==> config.mk <==
export PLATFORM = sky130hd
export DESIGN_NAME = ask_slicer
export DESIGN_NICKNAME = d
export VERILOG_FILES = /design/src/rtl/ask_pkg.sv /design/src/rtl/ask_window.sv /design/src/rtl/ask_slicer.sv
export SDC_FILE = /design/constraint.sdc
export NUM_CORES = 1
export LEC_CHECK = 0
export ABC_AREA = 1
export CORE_ASPECT_RATIO = 1.2
export CORE_MARGIN = 1.5
export CORE_UTILIZATION = 60
export CTS_CLUSTER_DIAMETER = 60
export CTS_CLUSTER_SIZE = 24
export DETAILED_ROUTE_END_ITERATION = 16
export DONT_BUFFER_PORTS = 1
export PLACE_DENSITY = 0.83
export SETUP_SLACK_MARGIN = 0.15
export SYNTH_ARGS = -nofsm -noshare
export SYNTH_HDL_FRONTEND = slang
export SYNTH_HIERARCHICAL = 1
export SYNTH_SLANG_ARGS = --single-unit
==> constraint.sdc <==
create_clock -name clk -period 8.7 [get_ports clk]
set_clock_uncertainty 0.1 [all_clocks]
set_input_delay 0.87 -clock clk [delete_from_list [all_inputs] [get_ports clk]]
set_output_delay 0.87 -clock clk [all_outputs]
set_load 0.005 [all_outputs]
==> src/rtl/ask_pkg.sv <==
// ask_pkg: shared state type and arithmetic helpers for the ASK slicer.
// Contents: ask_state_t (HUNT/LOCK), abs_diff (|a-b| one bit wider than the
// operands), to_gray (binary to reflected Gray code).
package ask_pkg;
    typedef enum logic {HUNT, LOCK} ask_state_t;
    localparam int ABS_W = 32;
    function automatic logic [ABS_W:0] abs_diff(input logic signed [ABS_W-1:0] a, input logic signed [ABS_W-1:0] b);
        logic [ABS_W:0] d;
        d = {a[ABS_W-1], a} - {b[ABS_W-1], b};
        return d[ABS_W] ? -d : d;
    endfunction
    function automatic logic [7:0] to_gray(input logic [7:0] b);
        return b ^ (b >> 1);
    endfunction
endpackage

==> src/rtl/ask_window.sv <==
// ask_window: 3-sample envelope history, settle detector and level quantiser.
// Ports: clk, reset_n (async active-low), in/in_valid (signed envelope),
// stable (all pairwise |dx-dy| <= BW once primed), level (quantised d1),
// primed (three samples accepted since reset).
module ask_window import ask_pkg::*; #(
    parameter int INPUT_WIDTH = 16,
    parameter int LEVEL_BITS  = 3
) (
    input  logic                   clk,
    input  logic                   reset_n,
    input  logic [INPUT_WIDTH-1:0] in,
    input  logic                   in_valid,
    output logic                   stable,
    output logic [LEVEL_BITS-1:0]  level,
    output logic                   primed
);
    localparam int SH = INPUT_WIDTH - LEVEL_BITS;
    localparam logic [ABS_W:0] BW = (ABS_W+1)'(1) << SH;
    logic [INPUT_WIDTH-1:0] r_d1, r_d2, r_d3;
    logic [1:0]             r_fill;
    logic [INPUT_WIDTH:0]   w_off;
    logic [ABS_W-1:0]       w_a1, w_a2, w_a3;
    always_ff @(posedge clk or negedge reset_n) begin
        if (!reset_n) begin
            r_d1   <= '0;
            r_d2   <= '0;
            r_d3   <= '0;
            r_fill <= '0;
        end else if (in_valid) begin
            r_d1 <= in;
            r_d2 <= r_d1;
            r_d3 <= r_d2;
            if (r_fill != 2'd3) r_fill <= r_fill + 2'd1;
        end
    end
    assign primed = r_fill == 2'd3;
    assign w_a1   = ABS_W'($signed(r_d1));
    assign w_a2   = ABS_W'($signed(r_d2));
    assign w_a3   = ABS_W'($signed(r_d3));
    assign stable = primed && abs_diff(w_a1, w_a2) <= BW && abs_diff(w_a2, w_a3) <= BW
                    && abs_diff(w_a1, w_a3) <= BW;
    // Offset-binary in one extra bit, so full-scale inputs never wrap.
    assign w_off  = {r_d1[INPUT_WIDTH-1], r_d1} + ((INPUT_WIDTH+1)'(1) << (INPUT_WIDTH-1));
    assign level  = LEVEL_BITS'(w_off >> SH);
endmodule

==> src/rtl/ask_slicer.sv <==
// ask_slicer: ASK symbol slicer with level-transition timing recovery.
// Ports: clk, reset_n (async active-low), in/in_valid (envelope stream),
// symbol_len (samples per symbol, min 2), min_run (lock run length, min 1),
// out/out_valid/out_ready (single-entry symbol output), locked (FSM in LOCK,
// one clock late), overrun/mid_err (sticky error flags).
// Option: define ASK_SLICER_GRAY_EN to emit Gray-coded symbols.
module ask_slicer import ask_pkg::*; #(
    parameter int INPUT_WIDTH = 16,
    parameter int LEVEL_BITS  = 3,
    parameter int CNT_WIDTH   = 16
) (
    input  logic                   clk,
    input  logic                   reset_n,
    input  logic [INPUT_WIDTH-1:0] in,
    input  logic                   in_valid,
    input  logic [CNT_WIDTH-1:0]   symbol_len,
    input  logic [7:0]             min_run,
    output logic [LEVEL_BITS-1:0]  out,
    output logic                   out_valid,
    input  logic                   out_ready,
    output logic                   locked,
    output logic                   overrun,
    output logic                   mid_err
);
    localparam logic [CNT_WIDTH-1:0] C_ONE = CNT_WIDTH'(1);
    localparam logic [CNT_WIDTH:0]   S_ONE = (CNT_WIDTH+1)'(1);
    ask_state_t            r_state, w_state_n;
    logic [7:0]            r_run, w_run_n, w_run_inc, w_mr;
    logic [LEVEL_BITS-1:0] r_prev_lvl, w_prev_n, r_last_lvl, w_last_n, r_emit_lvl, w_sym, w_level;
    logic [CNT_WIDTH-1:0]  r_cnt, w_cnt_n, w_cnt_upd, w_sl;
    logic [CNT_WIDTH:0]    r_stall, w_stall_n;
    logic                  r_emit, w_emit_n, r_mid_err, w_mid_n, w_mid_pt, w_resync;
    logic                  r_locked, r_out_valid, r_overrun, w_stable, w_primed;
    logic [LEVEL_BITS-1:0] r_out;
    ask_window #(.INPUT_WIDTH(INPUT_WIDTH), .LEVEL_BITS(LEVEL_BITS)) u_window (
        .clk(clk), .reset_n(reset_n), .in(in), .in_valid(in_valid),
        .stable(w_stable), .level(w_level), .primed(w_primed)
    );
    assign w_sl      = symbol_len < CNT_WIDTH'(2) ? CNT_WIDTH'(2) : symbol_len;
    assign w_mr      = min_run == 8'd0 ? 8'd1 : min_run;
    assign w_run_inc = (w_stable && r_run != 8'd0 && w_level == r_prev_lvl) ? r_run + 8'd1 : {7'd0, w_stable};
    assign w_resync  = w_stable && w_level != r_last_lvl;
    assign w_cnt_upd = (w_resync || r_cnt == w_sl - C_ONE) ? '0 : r_cnt + C_ONE;
    assign w_mid_pt  = w_cnt_upd == (w_sl >> 1);
    always_comb begin
        w_state_n = r_state;
        w_run_n   = r_run;
        w_prev_n  = r_prev_lvl;
        w_cnt_n   = r_cnt;
        w_last_n  = r_last_lvl;
        w_stall_n = r_stall;
        w_emit_n  = 1'b0;
        w_mid_n   = r_mid_err;
        if (in_valid) begin
            w_prev_n = w_level;
            if (r_state == HUNT) begin
                w_run_n = w_run_inc;
                if (w_run_inc >= w_mr) begin
                    w_state_n = LOCK;
                    w_cnt_n   = '0;
                    w_last_n  = w_level;
                    w_stall_n = '0;
                end
            end else begin
                w_cnt_n   = w_cnt_upd;
                w_last_n  = w_resync ? w_level : r_last_lvl;
                w_stall_n = w_stable ? '0 : r_stall + S_ONE;
                w_emit_n  = w_stable && w_mid_pt;
                w_mid_n   = r_mid_err | (!w_stable && w_mid_pt);
                if (w_stall_n == {w_sl, 1'b0}) begin
                    w_state_n = HUNT;
                    w_run_n   = '0;
                end
            end
        end
    end
    always_ff @(posedge clk or negedge reset_n) begin
        if (!reset_n) begin
            r_state    <= HUNT;
            r_run      <= '0;
            r_prev_lvl <= '0;
            r_cnt      <= '0;
            r_last_lvl <= '0;
            r_stall    <= '0;
            r_emit     <= 1'b0;
            r_emit_lvl <= '0;
            r_mid_err  <= 1'b0;
            r_locked   <= 1'b0;
        end else begin
            r_state    <= w_state_n;
            r_run      <= w_run_n;
            r_prev_lvl <= w_prev_n;
            r_cnt      <= w_cnt_n;
            r_last_lvl <= w_last_n;
            r_stall    <= w_stall_n;
            r_emit     <= w_emit_n;
            r_mid_err  <= w_mid_n;
            r_locked   <= r_state == LOCK;
            if (w_emit_n) r_emit_lvl <= w_level;
        end
    end
`ifdef ASK_SLICER_GRAY_EN
    assign w_sym = LEVEL_BITS'(to_gray(8'(r_emit_lvl)));
`else
    assign w_sym = r_emit_lvl;
`endif
    // A pending emit is dropped only when the held symbol is not taken this cycle.
    always_ff @(posedge clk or negedge reset_n) begin
        if (!reset_n) begin
            r_out       <= '0;
            r_out_valid <= 1'b0;
            r_overrun   <= 1'b0;
        end else if (r_emit) begin
            if (r_out_valid && !out_ready) begin
                r_overrun <= 1'b1;
            end else begin
                r_out       <= w_sym;
                r_out_valid <= 1'b1;
            end
        end else if (out_ready) begin
            r_out_valid <= 1'b0;
        end
    end
    assign out       = r_out;
    assign out_valid = r_out_valid;
    assign locked    = r_locked;
    assign overrun   = r_overrun;
    assign mid_err   = r_mid_err;
endmodule

==> results of run 1 <==
-- worst paths after layout --
kind	slack (ps)	end	start	depth (start not counted)
setup / recovery	1360	r_last_lvl[2]	u_window/r_d1[0]	36
hold / removal	100	r_cnt[10]	reset_n	0
setup reg to reg	1360	r_last_lvl[2]	u_window/r_d1[0]	36
hold reg to reg	390	r_emit_lvl[1]	r_emit_lvl[1]	2
max in group asynchronous	8180	u_window/r_d1[11]	reset_n	0
min in group clk	390	r_emit_lvl[1]	r_emit_lvl[1]	2
-- where the power goes --
part | switching, W | internal [W]
clock | 0.000197 | 0.000243
combinational | 0.00104 | 0.000559
sequential | 0.000115 | 0.000615
total | 0.00135 | 0.00142
-- cell usage after synthesis (all sizes together) --
cell / n
xor2: 39
nand2: 631
nor3: 13
inv: 306
a31o: 1
o22ai: 24
nand3b: 8
buf: 17
o31ai: 3
o21ai: 82
nor3b: 2
mux2: 17
ha: 62
or2: 3
a22oi: 1
and2: 6
o211ai: 3
dfrtp: 109
o2111ai: 1
a31oi: 1
a41o: 1
clkinv: 1
nand3: 193
xnor2: 15
o21bai: 3
clkbuf: 19
fa: 3
nand4: 56
nor2: 185
nor4: 4
a21boi: 1
a21oi: 43
xnor3: 1
-- metal layers --
layer  track usage [%]  vias to the layer above  wire (µm)
met5                 0                        -         13
met4              18.6                        2       1840
met3              5.81                      114       1520
met2              56.0                      333      15200
met1              35.7                     5247      12500
li1                  -                     5848          -
-- logic make-up (layout without fill, tap and decap cells) --
group                      count (synthesis)  count (layout)  synth area share, %
muxes                                     17              17                 1.67
DFF                                      109             109                 23.7
other                                      0               3                    0
AOI/OAI and AO/OA                        164             164                 7.84
and+or+nand+nor                         1101            1101                 43.2
buffers and inverters                    343             324                 12.0
xor gates and xnor gates                  55              55                 4.31
adders and majority gates                 65              65                 7.27
-- registers in the layout, indices dropped and copies added, names as in the netlist --
signal / flops
u_window/r_d2: 16
r_state: 1
out: 3
r_run: 8
out_valid: 1
r_emit: 1
r_stall: 17
r_cnt: 16
locked: 1
u_window/r_d3: 16
mid_err: 1
u_window/r_d1: 16
r_prev_lvl: 3
r_last_lvl: 3
r_emit_lvl: 3
u_window/r_fill: 2
overrun: 1
-- area by class of cell --
cell class              count  area (µm²)  area share [%]
clock inverters             5        66.3           0.556
well taps                 256         320            2.68
multi-input cells        1402        7400            62.0
flip-flops and latches    109        2730            22.9
inverters                 307        1150            9.68
diodes                      3        7.51          0.0629
clock buffers              11         253            2.12
repair buffers              1        7.51          0.0629
-- worst register-to-register path, delay by kind of cell (launching register included) --
kind	cells	cell delay, ps
simple gates	23	3540
compound gates	3	490
buf+inv	7	1800
fa+ha+maj	3	910
flops	1	350
-- through the flow --
step           setup WS (ps)  utilization, %  cells
2_1_floorplan           3370               -   1854
3_3_place_gp            1820            61.8   2075
3_5_place_dp            1530            61.8   2075
4_1_cts                 1500            63.5   2091
5_1_grt                  704            63.5   2091
6_report                1360            63.5   2094
-- cell usage in the layout, fill, tap and decap left out, types with 2 or more instances in the layout --
cell type / count
nor2_2: 17
a21oi_1: 42
nand3b_1: 8
dfrtp_1: 109
inv_1: 294
nor3b_1: 2
nor2_1: 158
mux2_2: 17
o22ai_1: 24
nand3_1: 172
clkbuf_16: 9
and2_1: 6
inv_2: 11
xnor2_1: 15
nor4_1: 4
clkbuf_8: 2
nand2_2: 35
o211ai_1: 3
o21ai_1: 2
diode_2: 3
nand4_1: 56
nand3_2: 20
ha_1: 62
o21bai_1: 3
xor2_1: 39
nand2_4: 4
or2_2: 2
nor3_1: 12
o21ai_0: 80
nand2_1: 592
nor2_4: 10
fa_1: 3
==> summary.txt, run 1 <==
DPL Wire Length: 24700 µm
Hold Crit Class: in -> async
final period utilization: 84.4%
Sink Count: 109
GRT overflow: 0
flops & latches, synth: 109
H-tree depth: 3
Req. time, crit path: 8840 ps
mean post-synth cell area: 6.20 µm²
I/O Pins: 51
FP Rows: 55
Hold Worst Slack: 101 ps
register area share after synthesis: 23.7%
Synth Instances: 1854
Tmin final: 7340 ps
first-pass GRT wire length: 50800 µm
Clk Latency, worst-skew pair: 370 ps
RSZ-0062 raised after global routing: false
Fmax achieved: 136 MHz
RD Place Congestion: 1.03
Max Cap Viol: 0
Post CTS Setup Buffer Count: 0
Clock Path Buffers: 2
run status: finished clean
routed length per placed instance: 14.8 µm
Area after DPL: 11600 µm²
Yosys warnings: 6
Slowest-stage cell, CP: clkinv_1
Resize count post-CTS: 0
layout filler cell count: 1767
final setup fails: 0
via count: 11544
CP Buf/Inv Count: 7
DR iter-0 viols: 750
antenna violations before repair: 4
Final ANT Viol Nets: 0
Max rail drop VDD: 0.160 mV
core box area: 18800 µm²
Slew HR: 20.4%
DR pass1 iterations: 5
Cell Area, Synth: 11500 µm²
root buffer cell: clkbuf_16
design area: 11900 µm²
cell taking the most area after synthesis: dfrtp_1
fin. max-slew vios: 0
Slew @ Worst Pin: 1190 ps
gr usage total: 31.9%
Final Hold Fails: 0
DRT Wirelength: 31100 µm
port bufs: 0
leakage: 6.51 nW
via count of the first global-routing pass: 11033
Inserted Clock Buffers: 9
Power, Total: 0.00277 W
DIE AREA: 20000 µm²
Initial Util: 61.2%
worst stage delay on the critical path: 870 ps
Top Family by Delay on Critical Path: simple AND/OR/NAND/NOR gates
DRC: 0
largest net degree at the start of global routing: 110
crit path kind: reg -> reg
share of post-route cells with drive strength above 1: 7.63%
worst-path fanout max: 27
vias per inst: 5.51
Sum Neg Setup Slack: 0 ps
area share of the largest cell type after synthesis: 23.7%
cts hold-fix bufs: 0
Nets: 1939
Netlist cell types: 48
crit end category: flop
area grow syn2layout: 3.84%
Synth area leaders: dfrtp_1 (24%), nand2_1 (19%), inv_1 (9.6%)
CTS tree: built
Chip Height: 155 µm
crit start category: flop
clock slew at reported path FFs: 80 ps
post-synth net total: 1963
Pwr per Cell Area: 232 nW/µm²
Worst EP arrival: 7480 ps
Die Wd: 129 µm
Note: power is estimated with default switching activity, not from simulation.
==> run 2: changes to the inputs <==
Settings changed: ABC_AREA 1 to 0.
Clock period 8.7 ns to 7.01 ns, I/O delays scaled along.
==> run 2 against run 1 <==
- wire length down 6.4%
- core utilization increased by 1.4 points
- global-route usage down 0.91 points
- worst setup slack worse by 950 ps
- final area shrank 4.1%
- sequential power increased by 7.7%
- critical path type unchanged
- critical endpoint is now r_last_lvl[0]
- largest cell class unchanged
- largest power group unchanged
==> summary.txt, run 2 <==
DRT Wirelength: 29100 µm
Sum Neg Setup Slack: 0 ps
CTS tree: built
final period utilization: 94.2%
Hold Crit Class: in -> async
area grow syn2layout: 5.45%
Inserted Clock Buffers: 9
DRC: 0
DR pass1 iterations: 7
root buffer cell: clkbuf_16
core box area: 17600 µm²
Comb power frac: 52.2%
Clk Latency, worst-skew pair: 370 ps
RSZ-0062 raised after global routing: false
via count: 10296
RD Place Congestion: 0.913
flops & latches, synth: 109
multi-input gate area in the final layout: 7690 µm²
final setup fails: 0
crit start category: flop
Tmin final: 6600 ps
number of enable flip-flop cells after synthesis: 0
largest net degree at the start of global routing: 110
H-tree depth: 3
Pwr per Cell Area: 238 nW/µm²
leakage: 4.74 nW
Worst EP arrival: 6760 ps
Netlist cell types: 100
Slew @ Worst Pin: 820 ps
Slowest-stage cell, CP: or4_4
register bank with the most flops: r_stall
Internal: 0.00152 W
first-pass GRT wire length: 47800 µm
Nets: 1411
antenna violations before repair: 0
DR iter-0 viols: 660
Sequential Area: 2730 µm²
worst-path fanout max: 5
cell taking the most area after synthesis: dfrtp_1
Max Cap Viol: 0
gr usage total: 30.9%
Max rail drop VDD: 0.147 mV
net switching power: 0.00120 W
Synth area leaders: dfrtp_1 (25%), ha_1 (7.1%), xnor2_1 (4.8%)
Switching Share: 44.1%
DPL Wire Length: 21200 µm
I/O Pins: 51
post-synthesis async set-or-reset flop share: 100%
Synth Instances: 1347
routed length per placed instance: 19.1 µm
FP Rows: 53
Chip Height: 150 µm
Final Hold Fails: 0
top post-synthesis cells by count: dfrtp_1 (109), nor2_1 (102), nand2_1 (100)
CP most frequent cell: a21o_1
final worst setup slack: 407 ps
Sink Count: 109
Clock power frac: 18.9%
area share of the largest cell type after synthesis: 25.1%
Die Wd: 126 µm
CP Buf/Inv Count: 2
port bufs: 0
Initial Util: 61.5%
crit end category: flop
Final ANT Viol Nets: 0
layout filler cell count: 1493
crit path kind: reg -> reg
Cell Area, Synth: 10900 µm²
max FFs per register: 17
share of post-route cells with drive strength above 1: 9.72%
Top FF cell, synth: dfrtp_1
Clock Path Buffers: 2
Fmax achieved: 151 MHz
post-synth net total: 1456
via count of the first global-routing pass: 9808
Yosys warnings: 6
Top Family by Delay on Critical Path: compound AO/OA/AOI/OAI gates
vias per inst: 6.75
Slew HR: 45.2%
sequential share of power: 28.9%
register area share after synthesis: 25.1%
most common cell after layout, fill and taps aside: dfrtp_1
count leader, synth: dfrtp_1
fin. max-slew vios: 0
worst stage delay on the critical path: 560 ps
most frequent cells in the layout: dfrtp_1 (108), nor2_1 (102), nand2_1 (99)
GRT overflow: 0
ANT cells: 0
clock slew at reported path FFs: 80 ps
mean post-synth cell area: 8.06 µm²
Req. time, crit path: 7170 ps
run status: finished clean
dpl ws: 20.4 ps
DIE AREA: 18900 µm²
[run 2: cell count changes in the layout (fill, tap and decap cells not counted), moves of 27 or more]
cell,delta
inv_1,-221
nand2b_1,+27
nor3_1,+28
nor2_1,-56
nand4_1,-31
a21oi_1,+29
nand3_1,-112
nand2_2,-33
xnor2_1,+44
a21o_1,+29
nand2_1,-493
[run 2: what timing repair did]
item | 4_1_cts | 5_1_grt
hold buffers | 1 | 0
setup endpoints to repair | 32 | 36
gates resized for setup | 6 | 28
cloned | 0 | 0
pin swaps | 0 | 15
hold endpoints to repair | 109 | 0
setup buffers | 0 | 7
[run 2: cell families after synthesis]
kind of cell               after synthesis  synth area share [%]
and+or+nand+nor                        497                  24.6
DFF                                    109                  25.1
xor gates and xnor gates                97                  8.09
buffers and inverters                  154                  5.76
AOI/OAI and AO/OA                      383                  24.4
muxes                                   42                  4.36
adders and majority gates               65                  7.70
[run 2: per-stage QoR]
step / std cells / hold WS [ps] / instance area, µm² / util (%) / power (W)
final: 1526 / 171 / 11400 / 64.9 / 0.00272
after global routing: 1526 / 220 / 11400 / 64.9 / 0.00290
after CTS: 1519 / 212 / 11200 / 63.8 / 0.00264
after detailed placement: 1503 / 309 / 10900 / 61.8 / 0.00210
after global placement: 1503 / 310 / 10900 / 61.8 / 0.00207
after floorplan: 1347 / 252 / 10900 / - / 0.00184
[run 2: area by class of cell]
| type | instances | share of cell area (%) |
|---|---|---|
| multi-input combinational | 1084 | 67.2 |
| timing repair buffer | 21 | 1.55 |
| sequential | 109 | 23.8 |
| inverter | 77 | 2.53 |
| clock buffer | 10 | 2.09 |
| tap | 220 | 2.40 |
| clock inverter | 5 | 0.394 |
[run 2: path summary, 6_finish.rpt]
kind	start	endpoint	slack, ps	cells after the start
worst max-delay path	u_window/r_d1[0]	r_last_lvl[0]	410	28
worst min-delay path	reset_n	r_cnt[1]	170	1
worst max register to register	u_window/r_d1[0]	r_last_lvl[0]	410	28
worst min register to register	r_emit	out_valid	380	2
max in group asynchronous	reset_n	u_window/r_d2[8]	6210	1
min in group clk	in_valid	u_window/r_d3[14]	350	1
[run 2: worst register-to-register path: cells and delay by family (launching register included)]
family,cells,cell delay [ps]
simple gates,8,1770
buf+inv,2,310
xor+xnor,1,210
flops,1,400
mux,1,300
fa+ha+maj,3,620
compound gates,13,2810
[run 2: layer usage]
| metal | vias up | global-route usage (%) | part of all wire, % |
|---|---|---|---|
| met5 | - | 0 | 0 |
| met4 | 0 | 16.4 | 4.1 |
| met3 | 88 | 3.73 | 5.0 |
| met2 | 326 | 55.1 | 50 |
| met1 | 4994 | 36.7 | 40 |
| li1 | 4888 | - | - |
[run 2: power groups by stage]
stage | registers, W | clock network [W] | logic, W
floorplan | 0.000746 | 0 | 0.00109
global placement | 0.000791 | 0 | 0.00128
detailed placement | 0.000795 | 0 | 0.00130
CTS | 0.000782 | 0.000521 | 0.00134
global route | 0.000799 | 0.000544 | 0.00156
finish | 0.000786 | 0.000515 | 0.00142
==> run 3: changes to the inputs <==
Settings changed: REMOVE_ABC_BUFFERS from default to 1, SYNTH_HIERARCHICAL 1 to default.
Clock period 7.01 ns to 6.7 ns, I/O delays scaled along.
==> run 3 against run 2 <==
- sequential power barely moved
- total power rose by 6.4%
- area after synthesis fell by 1.5%
- global-route usage fell by 0.98 points
- register-to-register slack improved by 30 ps
- critical path depth rose by 3
- sequential share of layout area fell by 0.33 points
- worst hold slack got worse by 63 ps
- cell count rose by 1.3%
- first-iteration DRC count rose by 35%
- count of clock-buffer cells in the layout fell by 1
- critical endpoint is now r_last_lvl[1]
- largest cell class unchanged
==> summary.txt, run 3 <==
run status: finished clean
Hold Crit Class: in -> async
most frequent cells in the layout: nand2_1 (132), o21ai_0 (110), dfrtp_1 (105)
area share of the largest cell type after synthesis: 25.1%
via count: 10236
mean post-synth cell area: 7.91 µm²
register area share after synthesis: 25.1%
Top FF cell, synth: dfrtp_1
Max Cap Viol: 0
final setup fails: 0
Clock Path Buffers: 2
Initial Util: 61.0%
GRT overflow: 0
Netlist cell types: 98
Final ANT Viol Nets: 0
RD Place Congestion: 0.950
Chip Height: 149 µm
Sink Count: 107
crit path kind: reg -> reg
antenna violations before repair: 0
DR pass1 iterations: 8
Nets: 1430
Req. time, crit path: 6850 ps
Cell Area, Synth: 10700 µm²
largest net degree at the start of global routing: 108
Tmin final: 6260 ps
DIE AREA: 18600 µm²
top post-synthesis cells by count: nand2_1 (133), o21ai_0 (112), dfrtp_1 (107)
Power, Total: 0.00289 W
Slew HR: 29.1%
register bank with the most flops: r_stall
DR iter-0 viols: 892
Hold Worst Slack: 108 ps
first-pass GRT wire length: 46100 µm
port bufs: 0
most common cell after layout, fill and taps aside: nand2_1
CP Buf/Inv Count: 3
cell taking the most area after synthesis: dfrtp_1
Top Family by Delay on Critical Path: compound AO/OA/AOI/OAI gates
worst reg2reg endpoint: r_last_lvl[1]
Slowest-stage cell, CP: a2111oi_0
FP Rows: 53
gr usage total: 30.0%
multi-input gate area in the final layout: 7580 µm²
clock slew at reported path FFs: 80 ps
post-synthesis async set-or-reset flop share: 100%
core box area: 17500 µm²
crit start category: flop
reg2reg setup slack: 440 ps
routed length per placed instance: 18.5 µm
Yosys warnings: 0
crit end category: flop
Synth Instances: 1351
dpl ws: 112 ps
ANT cells: 0
share of post-route cells with drive strength above 1: 9.43%
vias per inst: 6.62
Pwr per Cell Area: 254 nW/µm²
DPL Wire Length: 21300 µm
final worst setup slack: 439 ps
Max rail drop VDD: 0.155 mV
r2r worst-path depth: 31
R2R Path Start: u_window.r_d2[0]
DRT Wirelength: 28600 µm
area grow syn2layout: 6.66%
Die Wd: 125 µm
number of enable flip-flop cells after synthesis: 0
Clk Latency, worst-skew pair: 360 ps
worst-path fanout max: 5
CP most frequent cell: a21oi_1
DRC: 0
Slew @ Worst Pin: 1060 ps
Inserted Clock Buffers: 9
I/O Pins: 51
H-tree depth: 3
CTS tree: built
max FFs per register: 17
count leader, synth: nand2_1
flops & latches, synth: 107
root buffer cell: clkbuf_16
worst stage delay on the critical path: 550 ps
final period utilization: 93.4%
fin. max-slew vios: 0
via count of the first global-routing pass: 9733
Worst EP arrival: 6410 ps
layout filler cell count: 1477
Final Hold Fails: 0
Sequential Area: 2680 µm²
Fmax achieved: 160 MHz
RSZ-0062 raised after global routing: false
Synth area leaders: dfrtp_1 (25%), ha_1 (7.3%), o21ai_0 (5.2%)
leakage: 4.66 nW
run 3: report_power, final:
| group | total (W) | internal [W] | switching (W) | leakage, nW |
|---|---|---|---|---|
| logic | 0.00155 | 0.000624 | 0.000923 | 3.12 |
| clock network | 0.000562 | 0.000298 | 0.000263 | 0.154 |
| registers | 0.000785 | 0.000711 | 0.0000737 | 1.38 |
| total | 0.00289 | 0.00163 | 0.00126 | 4.66 |
run 3: cell type report:
type | instances | share of cell area [%]
multi-input cells | 1097 | 66.5
clock buffers | 9 | 1.98
repair buffers | 31 | 2.44
well taps | 220 | 2.41
clock inverters | 7 | 0.735
flip-flops and latches | 107 | 23.5
inverters | 75 | 2.47
run 3: worst max path at each step:
stage	start	to	slack, ps	cells after the start
final	u_window.r_d2[0]	r_last_lvl[1]	440	31
after global routing	u_window.r_d1[0]	r_last_lvl[1]	70	32
after CTS	u_window.r_d3[1]	r_last_lvl[1]	210	29
after detailed placement	u_window.r_d2[0]	r_last_lvl[1]	110	30
after global placement	u_window.r_d3[0]	r_last_lvl[0]	390	29
after floorplan	u_window.r_d2[5]	r_last_lvl[0]	-80	28
run 3: metrics by stage:
step,cells,setup TNS (ps),util (%),cell area [µm²]
4_1_cts,1535,0,63.9,11200
2_1_floorplan,1279,-154,-,10400
6_report,1546,0,65.1,11400
3_3_place_gp,1518,0,61.9,10800
5_1_grt,1546,0,65.1,11400
3_5_place_dp,1518,0,61.9,10800
run 3: logic make-up (layout without fill, tap and decap cells):
logic type,count (synthesis),in the layout,share of synthesized area (%)
AOI/OAI and AO/OA,418,418,26.7
and+or+nand+nor,473,473,22.7
xor gates and xnor gates,100,100,8.19
DFF,107,107,25.1
muxes,39,39,4.02
buffers and inverters,147,122,5.34
adders and majority gates,67,67,8.01
run 3: metal layers:
metal / GRT usage, % / wire length, µm / vias up
li1: - / - / 4898
met1: 35.8 / 11600 / 4876
met2: 53.3 / 14300 / 368
met3: 3.26 / 1450 / 94
met4: 16.0 / 1270 / 0
met5: 0 / 0 / -
run 3: timing repair:
item | in CTS | in global routing
endpoints found under the hold margin | 107 | 0
pin swaps | 1 | 11
resized for setup | 2 | 31
endpoints found under the setup margin | 6 | 37
buffers inserted | 0 | 11
cloned | 0 | 0
hold buffers | 1 | 0
run 3: worst register-to-register path: cells and delay by family, from the launching register on:
family	cells	cell delay [ps]
simple gates	8	900
mux	1	330
fa+ha+maj	3	860
flops	1	380
buf+inv	3	310
compound gates	16	3240
